==> src/rtl/colmult_pkg.sv <==
// Shared field/column sizing, element types and round-robin helper for the
// column-multiplier scheduler.
package colmult_pkg;

  localparam int GF_M   = 13;
  localparam int N_PROD = 16;

  typedef logic [GF_M-1:0]        gf_elem_t;
  typedef gf_elem_t [N_PROD-1:0]  colmult_prod_t;

  // Next requester index after idx, wrapping at n.
  function automatic int rr_next(input int idx, input int n);
    return (idx + 1 >= n) ? 0 : idx + 1;
  endfunction

endpackage

==> src/rtl/colmult_rr_arb.sv <==
// Round-robin arbiter: one-hot grant from req_valid searching upward from
// rr_ptr; the pointer moves past the winner only when a grant is taken.
module colmult_rr_arb #(
  parameter  int N_REQ = 4,
  localparam int ID_W  = $clog2(N_REQ)
) (
  input  logic             clk,
  input  logic             rst_n,
  input  logic             en,
  input  logic [N_REQ-1:0] req_valid,
  output logic [N_REQ-1:0] gnt,
  output logic [ID_W-1:0]  gnt_id,
  output logic             accept
);
  import colmult_pkg::*;

  logic [ID_W-1:0] rr_ptr_q, rr_ptr_d;
  logic [ID_W-1:0] scan_id;
  logic            found;
  int              scan_idx;

  always_comb begin
    gnt_id   = '0;
    found    = 1'b0;
    scan_idx = 0;
    scan_id  = '0;
    for (int k = 0; k < N_REQ; k++) begin
      scan_idx = int'(rr_ptr_q) + k;
      if (scan_idx >= N_REQ) scan_idx = scan_idx - N_REQ;
      scan_id = scan_idx[ID_W-1:0];
      if (!found && req_valid[scan_id]) begin
        found  = 1'b1;
        gnt_id = scan_id;
      end
    end
    accept   = en && found;
    gnt      = accept ? (N_REQ'(1) << gnt_id) : '0;
    rr_ptr_d = accept ? ID_W'(rr_next(int'(gnt_id), N_REQ)) : rr_ptr_q;
  end

  always_ff @(posedge clk or negedge rst_n) begin
    if (!rst_n) rr_ptr_q <= '0;
    else        rr_ptr_q <= rr_ptr_d;
  end

endmodule

==> src/rtl/colmult_rr_sched.sv <==
// Round-robin scheduler sharing one GF(2^m) constant-multiplier column among
// N_REQ requesters. Optional stall counter: define COLMULT_STALL_CNT_EN.
module colmult_rr_sched #(
  parameter  int N_REQ  = 4,
  parameter  int GF_M   = colmult_pkg::GF_M,
  parameter  int N_PROD = colmult_pkg::N_PROD,
  localparam int ID_W   = $clog2(N_REQ)
) (
  input  logic                   clk,
  input  logic                   rst_n,
  input  logic [N_REQ-1:0]       req_valid,
  output logic [N_REQ-1:0]       req_ready,
  input  logic [N_REQ*GF_M-1:0]  req_b,
  output logic [GF_M-1:0]        mul_b,
  input  logic [N_PROD*GF_M-1:0] mul_p,
  output logic                   rsp_valid,
  input  logic                   rsp_ready,
  output logic [ID_W-1:0]        rsp_id,
  output logic [N_PROD*GF_M-1:0] rsp_p,
  output logic                   busy
`ifdef COLMULT_STALL_CNT_EN
  ,
  input  logic                   stall_clr,
  output logic [15:0]            stall_cnt
`endif
);
  import colmult_pkg::*;

  logic                   a_vld_q, a_vld_d;
  logic [ID_W-1:0]        a_id_q, a_id_d;
  logic [GF_M-1:0]        a_b_q, a_b_d;
  logic                   rsp_valid_q, rsp_valid_d;
  logic [ID_W-1:0]        rsp_id_q, rsp_id_d;
  logic [N_PROD*GF_M-1:0] rsp_p_q, rsp_p_d;

  logic                   b_load, a_free, arb_en, accept;
  logic [ID_W-1:0]        gnt_id;

  assign b_load = a_vld_q && (!rsp_valid_q || rsp_ready);
  assign a_free = !a_vld_q || b_load;
  // Gating with rst_n keeps req_ready low for the whole reset window.
  assign arb_en = a_free && rst_n;

  colmult_rr_arb #(.N_REQ(N_REQ)) u_arb (
    .clk       (clk),
    .rst_n     (rst_n),
    .en        (arb_en),
    .req_valid (req_valid),
    .gnt       (req_ready),
    .gnt_id    (gnt_id),
    .accept    (accept)
  );

  // Stage A: operand register feeding the shared column
  always_comb begin
    a_vld_d = a_vld_q;
    a_id_d  = a_id_q;
    a_b_d   = a_b_q;
    if (accept) begin
      a_vld_d = 1'b1;
      a_id_d  = gnt_id;
      a_b_d   = req_b[gnt_id*GF_M +: GF_M];
    end else if (b_load) begin
      a_vld_d = 1'b0;
    end
  end

  // Stage B: product capture tagged with the requester id
  always_comb begin
    rsp_valid_d = rsp_valid_q;
    rsp_id_d    = rsp_id_q;
    rsp_p_d     = rsp_p_q;
    if (b_load) begin
      rsp_valid_d = 1'b1;
      rsp_id_d    = a_id_q;
      rsp_p_d     = mul_p;
    end else if (rsp_ready) begin
      rsp_valid_d = 1'b0;
    end
  end

  always_ff @(posedge clk or negedge rst_n) begin
    if (!rst_n) begin
      a_vld_q     <= 1'b0;
      a_id_q      <= '0;
      a_b_q       <= '0;
      rsp_valid_q <= 1'b0;
      rsp_id_q    <= '0;
      rsp_p_q     <= '0;
    end else begin
      a_vld_q     <= a_vld_d;
      a_id_q      <= a_id_d;
      a_b_q       <= a_b_d;
      rsp_valid_q <= rsp_valid_d;
      rsp_id_q    <= rsp_id_d;
      rsp_p_q     <= rsp_p_d;
    end
  end

  assign mul_b     = a_b_q;
  assign rsp_valid = rsp_valid_q;
  assign rsp_id    = rsp_id_q;
  assign rsp_p     = rsp_p_q;
  assign busy      = a_vld_q || rsp_valid_q;

`ifdef COLMULT_STALL_CNT_EN
  logic [15:0] stall_cnt_q, stall_cnt_d;

  function automatic logic [15:0] sat_inc16(input logic [15:0] v);
    return (v == 16'hFFFF) ? v : v + 16'd1;
  endfunction

  always_comb begin
    stall_cnt_d = stall_cnt_q;
    if (stall_clr)                      stall_cnt_d = '0;
    else if (rsp_valid_q && !rsp_ready) stall_cnt_d = sat_inc16(stall_cnt_q);
  end

  always_ff @(posedge clk or negedge rst_n) begin
    if (!rst_n) stall_cnt_q <= '0;
    else        stall_cnt_q <= stall_cnt_d;
  end

  assign stall_cnt = stall_cnt_q;
`endif

endmodule

==> config.mk <==
export PLATFORM = sky130hd
export DESIGN_NAME = colmult_rr_sched
export DESIGN_NICKNAME = d
export VERILOG_FILES = /design/src/rtl/colmult_pkg.sv /design/src/rtl/colmult_rr_arb.sv /design/src/rtl/colmult_rr_sched.sv
export SDC_FILE = /design/constraint.sdc
export NUM_CORES = 1
export LEC_CHECK = 0
export BUFFER_PORTS_ARGS = -buffer_cell sky130_fd_sc_hd__buf_4
export CAP_MARGIN = 40
export CELL_PAD_IN_SITES_DETAIL_PLACEMENT = 1
export CELL_PAD_IN_SITES_GLOBAL_PLACEMENT = 2
export CORE_AREA = 2 2 195 197
export DETAILED_ROUTE_END_ITERATION = 10
export DIE_AREA = 0 0 197 199
export GPL_TIMING_DRIVEN = 0
export PLACE_DENSITY = 0.77
export SYNTH_ARGS = -nofsm -noshare
export SYNTH_HDL_FRONTEND = slang
export SYNTH_HIERARCHICAL = 1
export SYNTH_SLANG_ARGS = --single-unit
export TNS_END_PERCENT = 30
==> constraint.sdc <==
create_clock -name clk -period 6.5 [get_ports clk]
set_clock_uncertainty 0.15 [all_clocks]
set_input_delay 0 -clock clk [delete_from_list [all_inputs] [get_ports clk]]
set_output_delay 0 -clock clk [all_outputs]
set_load 0.1 [all_outputs]
==> results of run 1 <==
critical path, stage by stage:
cell and delay (ps):
sky130_fd_sc_hd__dlygate4sd3_1 520, sky130_fd_sc_hd__dlygate4sd3_1 580, sky130_fd_sc_hd__buf_8 130, sky130_fd_sc_hd__buf_16 350, sky130_fd_sc_hd__a21boi_0 630, sky130_fd_sc_hd__nand2_4 130
sky130_fd_sc_hd__inv_1 280, sky130_fd_sc_hd__nand2_1 240, sky130_fd_sc_hd__clkbuf_1 280, sky130_fd_sc_hd__o21ai_0 250, sky130_fd_sc_hd__dlygate4sd3_1 580
registers in the layout, indices dropped and copies added, names as in the netlist:
signal,flops
mul_b,13
a_vld_q,1
rsp_valid,1
u_arb/rr_ptr_q,2
rsp_p,208
rsp_id,2
a_id_q,2
cell type report:
cell class,instances,area share
antenna,1,0.0001380
buffer,29,0.02662
clock buffer,41,0.04518
clock inverter,11,0.01331
inverter,14,0.002897
multi-input combinational,303,0.2131
sequential,229,0.3159
tap,474,0.03269
timing repair buffer,754,0.3501
kinds of logic after synthesis:
group,Yosys count,share of synthesized area
and+or+nand+nor,30,0.01889
AOI/OAI and AO/OA,31,0.02062
muxes,237,0.3359
adders and majority gates,5,0.006174
DFF,229,0.5656
buffers and inverters,43,0.05285
cells in the final DEF, fill, tap and decap left out, types with 6 or more instances in the layout:
| cell | instances |
|---|---|
| sky130_fd_sc_hd__o221ai_1 | 7 |
| sky130_fd_sc_hd__buf_4 | 495 |
| sky130_fd_sc_hd__mux2i_1 | 13 |
| sky130_fd_sc_hd__clkbuf_16 | 28 |
| sky130_fd_sc_hd__clkbuf_1 | 7 |
| sky130_fd_sc_hd__buf_12 | 22 |
| sky130_fd_sc_hd__a21oi_1 | 8 |
| sky130_fd_sc_hd__nor2b_1 | 6 |
| sky130_fd_sc_hd__dlygate4sd3_1 | 257 |
| sky130_fd_sc_hd__inv_1 | 14 |
| sky130_fd_sc_hd__nand2_1 | 11 |
| sky130_fd_sc_hd__o21ai_0 | 7 |
| sky130_fd_sc_hd__mux2_2 | 24 |
| sky130_fd_sc_hd__bufinv_16 | 7 |
| sky130_fd_sc_hd__mux2_4 | 200 |
| sky130_fd_sc_hd__clkbuf_8 | 7 |
| sky130_fd_sc_hd__dfrtp_1 | 229 |
metal layers:
layer  global-route usage  part of all wire  up-vias
met2               0.3548              0.53      352
met5                    0                 0        -
met3              0.04680             0.068       74
met1               0.2125              0.38     3987
li1                     -                 -     3604
met4              0.06294             0.032        0
worst max-delay path by stage:
stage / slack [ps] / start / end
floorplan: 3890 / rsp_valid / a_id_q[0]
global placement: 2050 / rst_n / mul_b[9]
detailed placement: 3700 / rst_n / mul_b[10]
CTS: 2750 / rst_n / mul_b[10]
global route: 2370 / rst_n / mul_b[4]
finish: 2730 / rst_n / mul_b[6]
power by group:
part           internal [mW]  switching, mW  total [mW]  leakage, nW
clock                   1.15          0.645        1.79        0.520
sequential              1.83          0.279        2.11         2.68
combinational           1.49           3.72        5.22         5.89
==> flow_summary.toml, run 1 <==
[setup_path]
timing.critical_path.arrival_ps = 4100
timing.critical_path.fanout_max = 109
crit_path_end_kind = "register"
worstPathRequired_ps = 6830
reg2regPathDepth = 10
reg2reg_from = "u_arb/rr_ptr_q[0]"
r2r_setup_slack_ps = 2980
worst_setup_path_start_kind = "primary input"
timing_worst_setup_path_type = "in -> reg"
critical_path.reg2reg.endpoint = "mul_b[10]"

[synthesis]
synth.top_cells.by_count = "sky130_fd_sc_hd__dfrtp_1 (229), sky130_fd_sc_hd__mux2_4 (200), sky130_fd_sc_hd__mux2_2 (24)"
synth.most_common_cell = "sky130_fd_sc_hd__dfrtp_1"
synth_cell_type_count = 32
synth_top_area_cell = "sky130_fd_sc_hd__dfrtp_1"
synth_seq_cells = 229
netlist_instances = 575
avgSynthCellArea_um2 = 17.62
post_synth_main_area_contributors = "sky130_fd_sc_hd__dfrtp_1 (57%), sky130_fd_sc_hd__mux2_4 (30%), sky130_fd_sc_hd__buf_12 (4.3%), sky130_fd_sc_hd__mux2_2 (2.7%), sky130_fd_sc_hd__mux2i_1 (1.3%)"
synth.cell_area_um2 = 10130
synth_seq_area_share = 0.5656
yosysWarningCount = 6
async_set_or_reset_flop_fraction_in_the_synthesized_netlist = 1.000
synth_nets = 847
synth_edf_count = 0
synth_largest_type_area_fraction = 0.5656
synth_flop_cell = "sky130_fd_sc_hd__dfrtp_1"

[sta]
tns_ps = 0
timing.final.max_slew_violations = 0
timing.final.crit_share = 0.5793
final.setup.worst_slack_ps = 2735
rsz0062_at_grt = "false"
final.hold.worst_slack_ps = 59.84
timing_hold_violations_final = 0
final_period_minus_worst_setup_slack_ps = 3765
slew-limit-headroom = 0.5453
worst_slew_pin_slew_ps = 676.0
setup_viol = 0
fmaxAchievable_mhz = 265.6

[clock_tree]
bufs_on_longest_clock_path = 3
worst_skew_pair.late_latency_ps = 560
cts_hold_buffers = 257
cts_resized = 0
cts_setup_buffers = 0
cts.root.buffer_cell = "sky130_fd_sc_hd__clkbuf_16"
clock_sinks = 229
cts_inserted_buffers = 28
cts-htree-levels = 1
worst_setup_hold_path_clk_slew_ps = 60
clock_tree_from_tritoncts = "done"

[finish]
fill_cells = 3742
final_core_utilization = 0.4885
area_of_combinational_cells_with_multiple_inputs_um2 = 3866
final_design_area_no_fill_um2 = 18140
final-instance-count-excl-fill = 1856
area_delta_synth_final_pct = 79.03
seqCellArea_um2 = 5731
drive_above_1_share = 0.5836
final_nets = 1631

[detailed_routing]
route.detailed.wl_per_inst_um = 20.88
via_per_inst = 4.320
drc = 0
drt_iter0_markers = 168
routed_wirelength_mm = 38.75
drt_pre_antenna_iters = 4
drtAntennaViolNets = 0
via_count = 8017

[worst_hold_path]
timing.hold.worst_path_depth = 3
hold_end = "rsp_p[206]"
hp-start = "mul_p[206]"
hold_class = "in -> reg"

[placed_design]
dpl_cells = 1546
dp_worst_setup_slack_ps = 3701
place.port_buffers = 495
hpwl_mm = 24.43
placed_area_um2 = 14500
gp_routability_congestion = 0.7307

[grt]
grt_overflow_total = 0
first_global_vias = 9361
grtUsageTotal = 0.1907
grt_first_pass_wirelength_mm = 57.12
grt_max_degree = 110
grt_antenna_before_repair = 1

[power]
p_leak_nw = 9.097
fin_total_pwr_mw = 9.121
vdd.ir_drop.worst_v = 0.0003502
power_per_cell_area_nw_per_um2 = 502.8

[status]
status = "completed"

[flow_run]
max-cap-violations = 0

[floorplanning]
placeableCoreArea_um2 = 37130
die_area_um2 = 39200
std_cell_rows = 71
initial_utilization = 0.2729
io-pin-count = 496
die_outline_width_um = 197
floorplan.die.height_um = 199
(Power assumes the default switching activity.)
==> inputs of run 2 (changes only) <==
--- a/config.mk
+++ b/config.mk
@@ -5,15 +5,16 @@
 export SDC_FILE = /design/constraint.sdc
 export NUM_CORES = 1
 export LEC_CHECK = 0
+export ABC_AREA = 1
 export BUFFER_PORTS_ARGS = -buffer_cell sky130_fd_sc_hd__buf_4
 export CAP_MARGIN = 40
 export CELL_PAD_IN_SITES_DETAIL_PLACEMENT = 1
 export CELL_PAD_IN_SITES_GLOBAL_PLACEMENT = 2
-export CORE_AREA = 2 2 195 197
+export CORE_MARGIN = 2
+export CORE_UTILIZATION = 22
 export DETAILED_ROUTE_END_ITERATION = 10
-export DIE_AREA = 0 0 197 199
 export GPL_TIMING_DRIVEN = 0
-export PLACE_DENSITY = 0.77
+export PLACE_DENSITY = 0.8
 export SYNTH_ARGS = -nofsm -noshare
 export SYNTH_HDL_FRONTEND = slang
 export SYNTH_HIERARCHICAL = 1
==> constraint.sdc (replaced) <==
create_clock -name clk -period 3.43 [get_ports clk]
set_clock_uncertainty 0.15 [all_clocks]
set_input_delay 0 -clock clk [delete_from_list [all_inputs] [get_ports clk]]
set_output_delay 0 -clock clk [all_outputs]
set_load 0.1 [all_outputs]
==> run 2 against run 1 <==
- core utilization fell by 6.7 points
- setup slack got worse by 2500 ps
- clock-buffer cell count fell by 4
- worst hold slack got worse by 20 ps
- critical path depth rose by 3
- cell area fell by 0.39%
- synthesized area fell by 6.0%
- register-to-register slack got worse by 2700 ps
- first-iteration DRC count rose to 3.2 times the previous value
- sequential share of layout area rose by 0.12 points
- synthesized cell count rose by 100%
==> flow_summary.toml, run 2 <==
[sta]
timing_hold_violations_final = 0
final.hold.worst_slack_ps = 40.29
worst_slew_pin_slew_ps = 582.2
timing.final.max_slew_violations = 0
final_period_minus_worst_setup_slack_ps = 3148
setup_viol = 0
fmaxAchievable_mhz = 317.7
rsz0062_at_grt = "false"
slew-limit-headroom = 0.6119
timing.final.crit_share = 0.9177

[grt]
grtUsageTotal = 0.1964
grt_antenna_before_repair = 0
grt_overflow_total = 0
grt_max_degree = 110
first_global_vias = 12470
grt_first_pass_wirelength_mm = 69.21

[setup_path]
worstPathBufferInverterCount = 6
worst_setup_path_start_kind = "register"
crit_slowest_cell = "sky130_fd_sc_hd__dlygate4sd3_1"
timing.critical_path.fanout_max = 10
worst_path_dominant_cell_family = "buffers and inverters"
timing.critical_path.cells = "inv_2 > nand2_1 > nand3_1 > nand2_2 > inv_1 > nand2_1 > nand2_1 > nand3_1 > inv_1 > buf_2 > clkbuf_1 > o211ai_1 > dlygate4sd3_1 > nand3_1"
timing.critical_path.arrival_ps = 3490
timing_worst_setup_path_type = "reg -> reg"
critical-path-max-stage-delay_ps = 620
crit_path_end_kind = "register"
worstPathRequired_ps = 3770

[finish]
insertedDiodeCount = 0
fill_cells = 5056
most_used_cells_in_the_layout_excluding_fill_and_tap_cells = "sky130_fd_sc_hd__nand2_1 (731), sky130_fd_sc_hd__buf_4 (505), sky130_fd_sc_hd__dlygate4sd3_1 (303)"
layout_commonest_cell = "sky130_fd_sc_hd__nand2_1"
drive_above_1_share = 0.3064
final_core_utilization = 0.4213
area_delta_synth_final_pct = 89.66
largest_register_ff_count = 208
final_nets = 2259

[synthesis]
yosysWarningCount = 6
netlist_instances = 1154
synth.most_common_cell = "sky130_fd_sc_hd__nand2_1"
synth_top_area_cell = "sky130_fd_sc_hd__dfrtp_1"
synth_seq_area_share = 0.6015
synth.cell_area_um2 = 9527
synth_seq_cells = 229
avgSynthCellArea_um2 = 8.255
synth_edf_count = 0
synth_cell_type_count = 22
synth.top_cells.by_count = "sky130_fd_sc_hd__nand2_1 (731), sky130_fd_sc_hd__dfrtp_1 (229), sky130_fd_sc_hd__inv_1 (60)"
async_set_or_reset_flop_fraction_in_the_synthesized_netlist = 1.000
synth_largest_type_area_fraction = 0.6015
synth_flop_cell = "sky130_fd_sc_hd__dfrtp_1"
post_synth_main_area_contributors = "sky130_fd_sc_hd__dfrtp_1 (60%), sky130_fd_sc_hd__nand2_1 (29%), sky130_fd_sc_hd__inv_1 (2.4%), sky130_fd_sc_hd__buf_2 (1.8%), sky130_fd_sc_hd__nand3_1 (1.5%)"
synth_nets = 1426

[placed_design]
place.port_buffers = 495
gp_routability_congestion = 0.7986
hpwl_mm = 29.24

[detailed_routing]
drt_iter0_markers = 533
drt_pre_antenna_iters = 6
drc = 0
drtAntennaViolNets = 0
via_per_inst = 4.228
routed_wirelength_mm = 45.92
route.detailed.wl_per_inst_um = 17.71
via_count = 10960

[worst_hold_path]
hold_class = "in -> reg"

[floorplanning]
initial_utilization = 0.2221
placeableCoreArea_um2 = 42890
std_cell_rows = 76
floorplan.die.height_um = 212.1
die_area_um2 = 44980
die_outline_width_um = 212.1
io-pin-count = 496

[clock_tree]
cts-htree-levels = 1
bufs_on_longest_clock_path = 3
clock_tree_from_tritoncts = "done"
worst_skew_pair.late_latency_ps = 560
clock_sinks = 229
cts.root.buffer_cell = "sky130_fd_sc_hd__clkbuf_16"
worst_setup_hold_path_clk_slew_ps = 60
cts_inserted_buffers = 29

[status]
status = "completed"

[flow_run]
max-cap-violations = 0
==> run 2: timing repair <==
action	CTS	global route
endpoints found under the hold margin	454	0
resized for setup	0	1
setup buffers	0	0
setup endpoints to repair	0	7
hold buffers	304	0
==> run 2: cell type report <==
class / count / area, um^2 / share of cell area
Timing Repair Buffer: 802 / 6857 / 0.3795
Sequential cell: 229 / 5731 / 0.3172
Multi-Input combinational cell: 806 / 3234 / 0.1790
Clock buffer: 37 / 795.8 / 0.04404
Tap cell: 585 / 732.0 / 0.04051
Buffer: 55 / 321.6 / 0.01780
Inverter: 64 / 242.7 / 0.01343
Clock inverter: 14 / 155.1 / 0.008587
==> run 2: path summary, 6_finish.rpt <==
| kind | start | end | slack (ps) | depth (start not counted) |
|---|---|---|---|---|
| setup / recovery | u_arb/rr_ptr_q[0] | mul_b[7] | 280 | 14 |
| hold / removal | req_valid[2] | u_arb/rr_ptr_q[0] | 40 | 9 |
| setup reg to reg | u_arb/rr_ptr_q[0] | mul_b[7] | 280 | 14 |
| hold reg to reg | rsp_p[104] | rsp_p[104] | 330 | 2 |
| max in group asynchronous | rst_n | a_id_q[0] | 2160 | 4 |
| min in group asynchronous | rst_n | rsp_p[145] | 470 | 4 |
==> run 2: logic make-up (layout without fill, tap and decap cells) <==
logic type / count (synthesis) / after routing / share of synthesized area
DFF: 229 / 229 / 0.6015
buffers and inverters: 119 / 972 / 0.05923
and+or+nand+nor: 779 / 779 / 0.3170
AOI/OAI and AO/OA: 22 / 22 / 0.01563
adders and majority gates: 5 / 5 / 0.006567
==> run 2: per-stage QoR <==
stage          setup slack, ps  instance area (um^2)  instances  setup TNS [ps]
6_report                 282.1                 18070       2592               0
5_1_grt                  3.981                 18070       2592               0
4_1_cts                  110.2                 18040       2591               0
3_5_place_dp             809.3                 14040       2236               0
3_3_place_gp            -849.2                 13970       2234          -12300
2_1_floorplan            625.1                  9527       1154               0
==> run 2: metal layers <==
layer / vias up / global-route usage / routed length, um
met4: 0 / 0.06338 / 1399
met2: 393 / 0.3594 / 23240
met1: 5347 / 0.2151 / 17690
li1: 5127 / - / -
met3: 92 / 0.06100 / 3589
met5: - / 0 / 0
==> run 2: worst reg2reg max path: stages, from the launching register on <==
cell and delay (ps):
sky130_fd_sc_hd__dfrtp_1 410, sky130_fd_sc_hd__inv_2 160, sky130_fd_sc_hd__nand2_1 90, sky130_fd_sc_hd__nand3_1 120, sky130_fd_sc_hd__nand2_2 90, sky130_fd_sc_hd__inv_1 110
sky130_fd_sc_hd__nand2_1 60, sky130_fd_sc_hd__nand2_1 70, sky130_fd_sc_hd__nand3_1 130, sky130_fd_sc_hd__inv_1 150, sky130_fd_sc_hd__buf_2 180, sky130_fd_sc_hd__clkbuf_1 450
sky130_fd_sc_hd__o211ai_1 220, sky130_fd_sc_hd__dlygate4sd3_1 620, sky130_fd_sc_hd__nand3_1 70
Power of run 2 is left out: the tool's default activity adds up to more than one toggle a clock period on the data nets, which glitch-free logic cannot reach.
